[src/rtl/vga_pattern_gen.sv]
// Pixel-colour stage behind a 640x480 VGA timing generator: four test patterns
// (bars, checker, gradient, bouncing box) with RGB and sync/de on a matched 2-flop pipeline.
`timescale 1ns/1ps
module vga_pattern_gen #(
   parameter int H_ACTIVE    = 640,
   parameter int V_ACTIVE    = 480,
   parameter int RGB_W       = 4,
   parameter int BOX_SIZE    = 32,
   parameter int BOX_STEP    = 2,
   parameter int CHECK_SHIFT = 5
) (
   input  logic             clk_pix,
   input  logic             resetn,
   input  logic [9:0]       hcount,
   input  logic [9:0]       vcount,
   input  logic             hsync_in,
   input  logic             vsync_in,
   input  logic             de_in,
   input  logic [1:0]       pattern_sel,
   input  logic             freeze,
   output logic [RGB_W-1:0] vga_r,
   output logic [RGB_W-1:0] vga_g,
   output logic [RGB_W-1:0] vga_b,
   output logic             vga_hsync,
   output logic             vga_vsync,
   output logic             vga_de,
   output logic [7:0]       frame_count
);

   localparam int               BAR_W   = H_ACTIVE / 8;
   localparam logic [10:0]      X_MAX   = 11'(H_ACTIVE - BOX_SIZE);
   localparam logic [10:0]      Y_MAX   = 11'(V_ACTIVE - BOX_SIZE);
   localparam logic [10:0]      STEP    = 11'(BOX_STEP);
   localparam logic [10:0]      SIZE    = 11'(BOX_SIZE);
   localparam logic [RGB_W-1:0] FULL    = {RGB_W{1'b1}};
   localparam logic [RGB_W-1:0] BG_BLUE = RGB_W'((1 << (RGB_W - 1)) - 1);

   typedef enum logic {DIR_INC = 1'b0, DIR_DEC = 1'b1} dir_t;

   // One frame of bounce motion for one axis; returns {next_dir, next_pos}.
   function automatic logic [10:0] axis_next(input logic [9:0] pos, input dir_t dir,
                                             input logic [10:0] lim);
      logic [10:0] pos11;
      logic [9:0]  npos;
      dir_t        ndir;
      pos11 = {1'b0, pos};
      npos  = pos;
      ndir  = dir;
      case (dir)
         DIR_INC: begin
            if (pos11 + STEP >= lim) begin
               npos = lim[9:0];
               ndir = DIR_DEC;
            end else begin
               npos = 10'(pos11 + STEP);
               ndir = DIR_INC;
            end
         end
         DIR_DEC: begin
            if (pos11 <= STEP) begin
               npos = 10'd0;
               ndir = DIR_INC;
            end else begin
               npos = 10'(pos11 - STEP);
               ndir = DIR_DEC;
            end
         end
         default: begin
            npos = pos;
            ndir = dir;
         end
      endcase
      return {ndir, npos};
   endfunction

   logic [1:0]       pattern_q_r;
   logic [9:0]       box_x_r, box_y_r, box_x_next_s, box_y_next_s;
   dir_t             dir_x_r, dir_y_r, dir_x_next_s, dir_y_next_s;
   logic [10:0]      nx_s, ny_s;
   logic             frame_tick_s;
   logic             in_box_s;
   logic             checker_s;
   logic [2:0]       bar_idx_s;
   logic [RGB_W-1:0] pix_r_s, pix_g_s, pix_b_s;
   logic [RGB_W-1:0] s1_r_r, s1_g_r, s1_b_r;
   logic             s1_de_r, s1_hs_r, s1_vs_r;

   assign frame_tick_s = (hcount == 10'd0) && (vcount == 10'(V_ACTIVE));
   assign checker_s    = hcount[CHECK_SHIFT] ^ vcount[CHECK_SHIFT];
   assign in_box_s     = ({1'b0, hcount} >= {1'b0, box_x_r}) &&
                         ({1'b0, hcount} <  {1'b0, box_x_r} + SIZE) &&
                         ({1'b0, vcount} >= {1'b0, box_y_r}) &&
                         ({1'b0, vcount} <  {1'b0, box_y_r} + SIZE);

   // Box motion next-state: both axes advance only on an unfrozen frame tick.
   always_comb begin
      nx_s         = axis_next(box_x_r, dir_x_r, X_MAX);
      ny_s         = axis_next(box_y_r, dir_y_r, Y_MAX);
      box_x_next_s = box_x_r;
      box_y_next_s = box_y_r;
      dir_x_next_s = dir_x_r;
      dir_y_next_s = dir_y_r;
      if (frame_tick_s && !freeze) begin
         box_x_next_s = nx_s[9:0];
         box_y_next_s = ny_s[9:0];
         dir_x_next_s = dir_t'(nx_s[10]);
         dir_y_next_s = dir_t'(ny_s[10]);
      end else begin
         box_x_next_s = box_x_r;
         box_y_next_s = box_y_r;
      end
   end

   // Frame-rate state: pattern latch, frame counter and box position/direction.
   always_ff @(posedge clk_pix or negedge resetn) begin
      if (!resetn) begin
         pattern_q_r <= 2'd0;
         frame_count <= 8'd0;
         box_x_r     <= 10'd0;
         box_y_r     <= 10'd0;
         dir_x_r     <= DIR_INC;
         dir_y_r     <= DIR_INC;
      end else begin
         box_x_r <= box_x_next_s;
         box_y_r <= box_y_next_s;
         dir_x_r <= dir_x_next_s;
         dir_y_r <= dir_y_next_s;
         if (frame_tick_s) begin
            pattern_q_r <= pattern_sel;
            frame_count <= frame_count + 8'd1;
         end
      end
   end

   // Pixel colour decode; bar index counts how many bar boundaries h has passed.
   always_comb begin
      bar_idx_s = 3'd0;
      for (int i = 1; i < 8; i++) begin
         bar_idx_s = bar_idx_s + 3'({1'b0, hcount} >= 11'(i * BAR_W));
      end
      pix_r_s = {RGB_W{1'b0}};
      pix_g_s = {RGB_W{1'b0}};
      pix_b_s = {RGB_W{1'b0}};
      case (pattern_q_r)
         2'd0: begin
            // white,yellow,cyan,green,magenta,red,blue,black maps to inverted index bits
            pix_r_s = {RGB_W{~bar_idx_s[1]}};
            pix_g_s = {RGB_W{~bar_idx_s[2]}};
            pix_b_s = {RGB_W{~bar_idx_s[0]}};
         end
         2'd1: begin
            pix_r_s = {RGB_W{checker_s}};
            pix_g_s = {RGB_W{checker_s}};
            pix_b_s = {RGB_W{checker_s}};
         end
         2'd2: begin
            pix_r_s = hcount[9 -: RGB_W];
            pix_g_s = vcount[8 -: RGB_W];
            pix_b_s = {RGB_W{1'b0}};
         end
         2'd3: begin
            if (in_box_s) begin
               pix_r_s = FULL;
               pix_g_s = FULL;
               pix_b_s = FULL;
            end else begin
               pix_r_s = {RGB_W{1'b0}};
               pix_g_s = {RGB_W{1'b0}};
               pix_b_s = BG_BLUE;
            end
         end
         default: begin
            pix_r_s = {RGB_W{1'b0}};
            pix_g_s = {RGB_W{1'b0}};
            pix_b_s = {RGB_W{1'b0}};
         end
      endcase
   end

   // Stage 1: capture decoded colour with its sync/de.
   always_ff @(posedge clk_pix or negedge resetn) begin
      if (!resetn) begin
         s1_r_r  <= {RGB_W{1'b0}};
         s1_g_r  <= {RGB_W{1'b0}};
         s1_b_r  <= {RGB_W{1'b0}};
         s1_de_r <= 1'b0;
         s1_hs_r <= 1'b1;
         s1_vs_r <= 1'b1;
      end else begin
         s1_r_r  <= pix_r_s;
         s1_g_r  <= pix_g_s;
         s1_b_r  <= pix_b_s;
         s1_de_r <= de_in;
         s1_hs_r <= hsync_in;
         s1_vs_r <= vsync_in;
      end
   end

   // Stage 2: output registers, colour forced black outside active video.
   always_ff @(posedge clk_pix or negedge resetn) begin
      if (!resetn) begin
         vga_r     <= {RGB_W{1'b0}};
         vga_g     <= {RGB_W{1'b0}};
         vga_b     <= {RGB_W{1'b0}};
         vga_de    <= 1'b0;
         vga_hsync <= 1'b1;
         vga_vsync <= 1'b1;
      end else begin
         vga_r     <= s1_de_r ? s1_r_r : {RGB_W{1'b0}};
         vga_g     <= s1_de_r ? s1_g_r : {RGB_W{1'b0}};
         vga_b     <= s1_de_r ? s1_b_r : {RGB_W{1'b0}};
         vga_de    <= s1_de_r;
         vga_hsync <= s1_hs_r;
         vga_vsync <= s1_vs_r;
      end
   end

endmodule
[config.mk]
export PLATFORM = sky130hd
export DESIGN_NAME = vga_pattern_gen
export DESIGN_NICKNAME = d
export VERILOG_FILES = /design/src/rtl/vga_pattern_gen.sv
export SDC_FILE = /design/constraint.sdc
export NUM_CORES = 1
export LEC_CHECK = 0
export BUFFER_PORTS_ARGS = -buffer_cell sky130_fd_sc_hd__buf_4
export CORE_MARGIN = 2
export CORE_UTILIZATION = 55
export DETAILED_ROUTE_END_ITERATION = 8
export HOLD_SLACK_MARGIN = 0.03
export PLACE_DENSITY = 0.83
export SLEW_MARGIN = 20
export SYNTH_ARGS = -nofsm -noshare
export SYNTH_HDL_FRONTEND = slang
export SYNTH_SLANG_ARGS = --single-unit
[constraint.sdc]
create_clock -name clk_pix -period 2.76 [get_ports clk_pix]
set_input_delay 0.69 -clock clk_pix [delete_from_list [all_inputs] [get_ports clk_pix]]
set_output_delay 0.69 -clock clk_pix [all_outputs]
set_load 0.01 [all_outputs]
==> results.json, run 1 <==
{
  "outcome": "complete, but fails checks",
  "violations": "setup timing",
  "io-pin-count": 51,
  "min_path_cells": 0,
  "min_period_over_period_pct": 114,
  "synth_largest_type_area_fraction_pct": 31.6,
  "fmaxAchievable_ghz": 0.319,
  "postSynthRegisterBits": 56,
  "most-common-layout-cells": "sky130_fd_sc_hd__buf_4, sky130_fd_sc_hd__dfrtp_1, sky130_fd_sc_hd__ha_1",
  "routedLengthMet1_um": 4430,
  "number_of_vias_in_the_routed_layout": 3735,
  "nNetsFinal": 580,
  "placed_cell_count": 601,
  "power_leakage_nw": 2.13,
  "routed_wire_length_per_instance_um": 16.2,
  "synth-main-ff-cell": "sky130_fd_sc_hd__dfrtp_1",
  "timing.rr.start": "box_x_r[5]",
  "postSynthNetCount": 524,
  "tightest_slew_ps": 705,
  "worst_slew_margin_rel_pct": 53.0,
  "grt_start_max_net_pins": 57,
  "reg2reg_setup_slack_ps": 40,
  "start_util_pct": 56.7,
  "ir_worst_vdd_mv": 0.291,
  "synth_edf_count": 0,
  "gr-usage-all-layers_pct": 24.5,
  "cts-buffers-inserted": 5,
  "drt-vias-per-instance": 6.13,
  "report.final.slew_viol_count": 0,
  "rr_worst_depth": 10,
  "drt-pass1-iter-count": 5,
  "postSynth.asyncResetShare_pct": 100,
  "postSynthCellCount": 453,
  "clk_pin_slew_ps": 100,
  "timing.setup.critical_path_class": "in -> reg",
  "cts.repair_timing.setup_buffer_count": 0,
  "clock_insertion_delay_at_the_later_pin_of_the_skew_report_ps": 330,
  "final_gp_congestion": 0.971,
  "totalPowerFinal_mw": 1.68,
  "insertedDiodeCount": 0,
  "holdBufCountCts": 0,
  "fin_skew_ps": 16.8,
  "whs_ps": 361,
  "global_route_wire_length_before_repair_um": 16500,
  "worst_setup_path_end_kind": "register",
  "setup_violators_final": 8,
  "clk_root_buffer_cell": "sky130_fd_sc_hd__clkbuf_8",
  "syn_area_mm2": 0.00411,
  "layout_setup_ws_ps": -374,
  "tritoncts_clock_tree": "done",
  "floorplan.die.width_um": 90.5,
  "period_needed_ps": 3130,
  "seq_area_frac_synth_pct": 34.2,
  "area_inside_the_core_boundary_mm2": 0.00725,
  "max_capacitance_violation_count": 0,
  "grt_overflow": 0,
  "min-delay-start": "s1_vs_r",
  "post-route-drc-count": 0,
  "number_of_global_route_vias_before_repair": 3479,
  "instances_no_fill": 609,
  "cp_max_fo": 4,
  "design.die.area_mm2": 0.00819,
  "most_frequent_standard_cell_in_the_layout_excluding_fill_and_tap_cells": "sky130_fd_sc_hd__buf_4",
  "holdPathEnd": "vga_vsync",
  "cp.required_ps": 2980,
  "detailroute.wirelength.met3_um": 615,
  "post_route_cells_drive_above_1_share_pct": 20.8,
  "rsz_0062_raised_after_global_routing": "true",
  "hpwlAfterDp_um": 7400,
  "synth_warnings": 0,
  "crit_path_start_kind": "primary input",
  "floorplan.die.height_um": 90.5,
  "cts-htree-levels": 2,
  "floorplan.rows": 31,
  "ys_top_cells_by_area": "sky130_fd_sc_hd__dfrtp_1, sky130_fd_sc_hd__ha_1, sky130_fd_sc_hd__o21ai_0",
  "worst_path_arrival_ps": 3350,
  "report.final.hold_viol_count": 0,
  "totalWireLength_um": 9890,
  "pwr_per_cell_area_mw_per_mm2": 347,
  "met2RoutedLength_um": 4690,
  "layout-area-overhead-vs-synth_pct": 17.8,
  "antenna_violating_nets_post_route": 0,
  "topRoutingLayerUsed": "met4",
  "synth.lib_cells_used.distinct": 66,
  "hold_class": "reg -> reg",
  "buffer_ports.inserted": 50,
  "synth.largest_area_cell": "sky130_fd_sc_hd__dfrtp_1",
  "syn_area_per_cell_um2": 9.08,
  "first_iter_violations": 262,
  "clkSinkCount": 56,
  "sum_of_negative_setup_slack_ps": -2230,
  "critical_path.reg2reg.endpoint": "s1_g_r[3]",
  "antenna_found_initial": 0,
  "cts.path.max_buffers": 2
}
layout make-up:
type	count	area, µm²
inverter	26	97.6
clock buffer	6	72.6
fill	565	2410
tap	99	124
multi-input combinational	349	2570
clock inverter	2	16.3
timing repair buffer	71	559
sequential	56	1410
repair_timing:
item                                    4_1_cts  5_1_grt
pin swaps                                     2        4
endpoints found under the setup margin        8        8
resized for setup                            10        5
worst max-delay path: stages:
cell and delay, ps:
sky130_fd_sc_hd__buf_8 100, sky130_fd_sc_hd__nor2_4 130, sky130_fd_sc_hd__nand3b_1 130, sky130_fd_sc_hd__fa_1 510, sky130_fd_sc_hd__inv_1 50, sky130_fd_sc_hd__fa_1 460, sky130_fd_sc_hd__fa_2 370, sky130_fd_sc_hd__fa_2 570
sky130_fd_sc_hd__nor3_4 60, sky130_fd_sc_hd__o311ai_2 300
cells by family after synthesis:
logic type	Yosys count	synth area share [%]
simple gates	164	21.8
compound gates	115	19.0
flops	56	34.2
buf+inv	48	5.11
fa+ha+maj	43	13.8
xor+xnor	19	4.05
mux	8	2.07
per-layer routing:
layer	global-route usage, %	vias up
li1	-	1780
met1	33.0	1786
met2	40.7	154
met3	3.76	15
met4	7.31	0
met5	0	-
synthesized netlist by cell type, types with 9 or more instances:
cell / number
sky130_fd_sc_hd__a21oi_1: 19
sky130_fd_sc_hd__and2_1: 16
sky130_fd_sc_hd__buf_2: 9
sky130_fd_sc_hd__dfrtp_1: 52
sky130_fd_sc_hd__ha_1: 39
sky130_fd_sc_hd__inv_1: 25
sky130_fd_sc_hd__nand2_1: 29
sky130_fd_sc_hd__nand3_1: 22
sky130_fd_sc_hd__nand4_1: 13
sky130_fd_sc_hd__nor2_1: 22
sky130_fd_sc_hd__nor2b_1: 9
sky130_fd_sc_hd__nor3_1: 15
sky130_fd_sc_hd__o21ai_0: 37
sky130_fd_sc_hd__o311ai_0: 9
sky130_fd_sc_hd__xnor2_1: 15
power by group:
part	switching (mW)	internal [mW]
Sequential	0.0179	0.889
Clock	0.287	0.182
Combinational	0.148	0.158
Total	0.453	1.23
registers in the layout, indices dropped and copies added (netlist names):
name	cells
vga_vsync	1
s1_g_r	4
vga_r	4
pattern_q_r	2
box_x_r	9
frame_count	8
box_y_r	9
dir_y_r	1
s1_vs_r	1
vga_hsync	1
vga_g	4
s1_b_r	2
s1_r_r	4
vga_b	2
dir_x_r	1
s1_de_r	1
s1_hs_r	1
vga_de	1
stage by stage:
stage               util [%]  instance area, µm²  worst slack, ps
floorplan                  -                4140             -504
detailed placement      64.6                4680             -764
finish                  66.8                4840             -374
global placement        64.6                4680             -640
global route            66.8                4840             -477
CTS                     66.4                4820             -373
how the worst max path moves through the flow:
stage / endpoint / slack [ps] / startpoint / cells after the start
4_1_cts: s1_r_r[0] / -370 / hcount[7] / 10
3_5_place_dp: s1_r_r[3] / -760 / hcount[7] / 10
2_1_floorplan: s1_r_r[0] / -500 / hcount[5] / 10
6_report: s1_r_r[1] / -370 / hcount[8] / 10
3_3_place_gp: s1_r_r[1] / -640 / hcount[7] / 10
5_1_grt: s1_r_r[1] / -480 / hcount[8] / 10
Power figures use the tool's default switching activity.
==> run 2: changes to the inputs <==
--- a/config.mk
+++ b/config.mk
@@ -6,11 +6,13 @@
 export NUM_CORES = 1
 export LEC_CHECK = 0
 export BUFFER_PORTS_ARGS = -buffer_cell sky130_fd_sc_hd__buf_4
+export CELL_PAD_IN_SITES_DETAIL_PLACEMENT = 2
+export CELL_PAD_IN_SITES_GLOBAL_PLACEMENT = 2
 export CORE_MARGIN = 2
-export CORE_UTILIZATION = 55
+export CORE_UTILIZATION = 36
 export DETAILED_ROUTE_END_ITERATION = 8
 export HOLD_SLACK_MARGIN = 0.03
-export PLACE_DENSITY = 0.83
+export PLACE_DENSITY = 0.87
 export SLEW_MARGIN = 20
 export SYNTH_ARGS = -nofsm -noshare
 export SYNTH_HDL_FRONTEND = slang
==> run 2 against run 1 <==
Global-route usage increased by 2.7 points; clock skew decreased by 7.7 ps; critical path depth unchanged; the run still ends with setup timing left; largest power group unchanged; maximum frequency decreased by 3.0%; critical endpoint unchanged; sequential power increased by 2%; sequential share of layout area decreased by 1.0 points; routed wire length increased by 64%; setup slack got worse by 96 ps; final area increased by 3.7%; count of clock-buffer cells in the layout unchanged; clock power increased by 42%; flip-flop and latch count unchanged.
==> results.json, run 2 (synthesized netlist as in run 1, its figures left out) <==
{
  "outcome": "complete, but fails checks",
  "violations": "setup timing",
  "ir_worst_vdd_mv": 0.412,
  "min_period_over_period_pct": 117,
  "whs_ps": 358,
  "fin_skew_ps": 9.13,
  "fmaxAchievable_ghz": 0.310,
  "crit_path_start_kind": "primary input",
  "rsz_0062_raised_after_global_routing": "true",
  "critical_path.reg2reg.endpoint": "s1_r_r[2]",
  "cts-buffers-inserted": 5,
  "drt-pass1-iter-count": 6,
  "final_gp_congestion": 0.885,
  "holdPathEnd": "vga_hsync",
  "post-route-drc-count": 0,
  "clk_pin_slew_ps": 70,
  "nNetsFinal": 591,
  "worst_slew_margin_rel_pct": 50.1,
  "cts-htree-levels": 2,
  "cp_slowest_cell": "sky130_fd_sc_hd__fa_2",
  "design.die.area_mm2": 0.0123,
  "cp_max_fo": 5,
  "global_route_wire_length_before_repair_um": 26500,
  "cp.required_ps": 2950,
  "insertedDiodeCount": 0,
  "antenna_violating_nets_post_route": 0,
  "cts.path.max_buffers": 2,
  "post_route_cells_drive_above_1_share_pct": 23.0,
  "clk_root_buffer_cell": "sky130_fd_sc_hd__clkbuf_16",
  "worst_path_arrival_ps": 3420,
  "totalWireLength_um": 16200,
  "min_path_cells": 0,
  "floorplan.rows": 39,
  "hpwlAfterDp_um": 12000,
  "max_capacitance_violation_count": 0,
  "most-common-layout-cells": "sky130_fd_sc_hd__buf_4, sky130_fd_sc_hd__dfrtp_1, sky130_fd_sc_hd__ha_1",
  "report.final.hold_viol_count": 0,
  "routed_wire_length_per_instance_um": 24.4,
  "hold_class": "reg -> reg",
  "timing.rr.start": "box_y_r[5]",
  "area_inside_the_core_boundary_mm2": 0.0113,
  "pwr_per_cell_area_mw_per_mm2": 385,
  "io-pin-count": 51,
  "number_of_global_route_vias_before_repair": 4640,
  "clkSinkCount": 56,
  "layout-area-overhead-vs-synth_pct": 22.1,
  "min-delay-start": "s1_hs_r",
  "antenna_found_initial": 0,
  "clock_insertion_delay_at_the_later_pin_of_the_skew_report_ps": 310,
  "tritoncts_clock_tree": "done",
  "drt-vias-per-instance": 6.05,
  "worst_setup_path_end_kind": "register",
  "holdBufCountCts": 0,
  "power_leakage_nw": 2.20,
  "largestRegisters": "box_x_r: 9 flops, box_y_r: 9 flops, frame_count: 8 flops",
  "timing.setup.critical_path_class": "in -> reg",
  "reg2reg_setup_slack_ps": 130,
  "period_needed_ps": 3230,
  "grt_start_max_net_pins": 57,
  "path_cells": "buf_8 -> o21ai_2 -> nand2b_1 -> fa_1 -> inv_2 -> fa_1 -> fa_2 -> fa_2 -> nor3_4 -> o311ai_2",
  "floorplan.die.height_um": 111,
  "grt_overflow": 0,
  "number_of_vias_in_the_routed_layout": 4018,
  "rr_worst_depth": 11,
  "floorplan.die.width_um": 111,
  "gr-usage-all-layers_pct": 27.2,
  "cp_slowest_stage_delay_ps": 580,
  "most_frequent_standard_cell_in_the_layout_excluding_fill_and_tap_cells": "sky130_fd_sc_hd__buf_4",
  "first_iter_violations": 202,
  "sum_of_negative_setup_slack_ps": -3440,
  "buffer_ports.inserted": 50,
  "report.final.slew_viol_count": 0,
  "dpl_worst_slack_ps": -926,
  "tightest_slew_ps": 749,
  "setup_violators_final": 8,
  "layout_setup_ws_ps": -470,
  "start_util_pct": 36.5
}
-- run 2: where the power goes --
part	switching, mW	internal (mW)	total, mW
clock network	0.324	0.340	0.664
registers	0.0308	0.890	0.921
logic	0.184	0.165	0.349
total	0.538	1.40	1.93
-- run 2: what timing repair did --
item | CTS | global route
gates resized for setup | 11 | 4
pin swaps | 2 | 2
setup buffers | 0 | 2
endpoints found under the setup margin | 8 | 10
-- run 2: metal layers --
layer	part of all wire, %	routed length [µm]	up-vias	global-route usage, %
li1	-	-	1802	-
met1	40	6440	2070	31.0
met2	53	8650	106	50.5
met3	3.7	600	40	5.19
met4	3.1	509	0	9.75
met5	0	0	-	0
-- run 2: final cells by class --
cell class,instances,area [µm²]
clock inverter,2,16.3
tap,143,179
timing repair buffer,82,631
inverter,26,97.6
sequential,56,1410
multi-input combinational,349,2560
clock buffer,6,129
fill,1226,6250
-- run 2: worst max-delay path by stage --
stage	startpoint	slack (ps)	to	cells past startpoint
floorplan	hcount[5]	-500	s1_r_r[0]	10
global placement	hcount[7]	-660	s1_r_r[0]	10
detailed placement	hcount[7]	-930	s1_r_r[1]	10
CTS	hcount[6]	-490	s1_r_r[1]	10
global route	hcount[7]	-580	s1_r_r[3]	10
finish	hcount[7]	-470	s1_r_r[1]	10
-- run 2: worst max-delay path: cells and delay by family --
| kind | cells | cell delay (ps) |
|---|---|---|
| AOI/OAI and AO/OA | 2 | 420 |
| adders and majority gates | 4 | 1990 |
| buffers and inverters | 2 | 160 |
| and+or+nand+nor | 2 | 160 |
-- run 2: metrics by stage --
stage	utilization [%]	instance area, µm²	total power [mW]	cells
floorplan	-	4140	1.07	453
global placement	42.6	4810	1.21	654
detailed placement	42.6	4810	1.26	654
CTS	44.4	5000	1.95	662
global route	44.6	5020	2.02	664
finish	44.6	5020	1.93	664
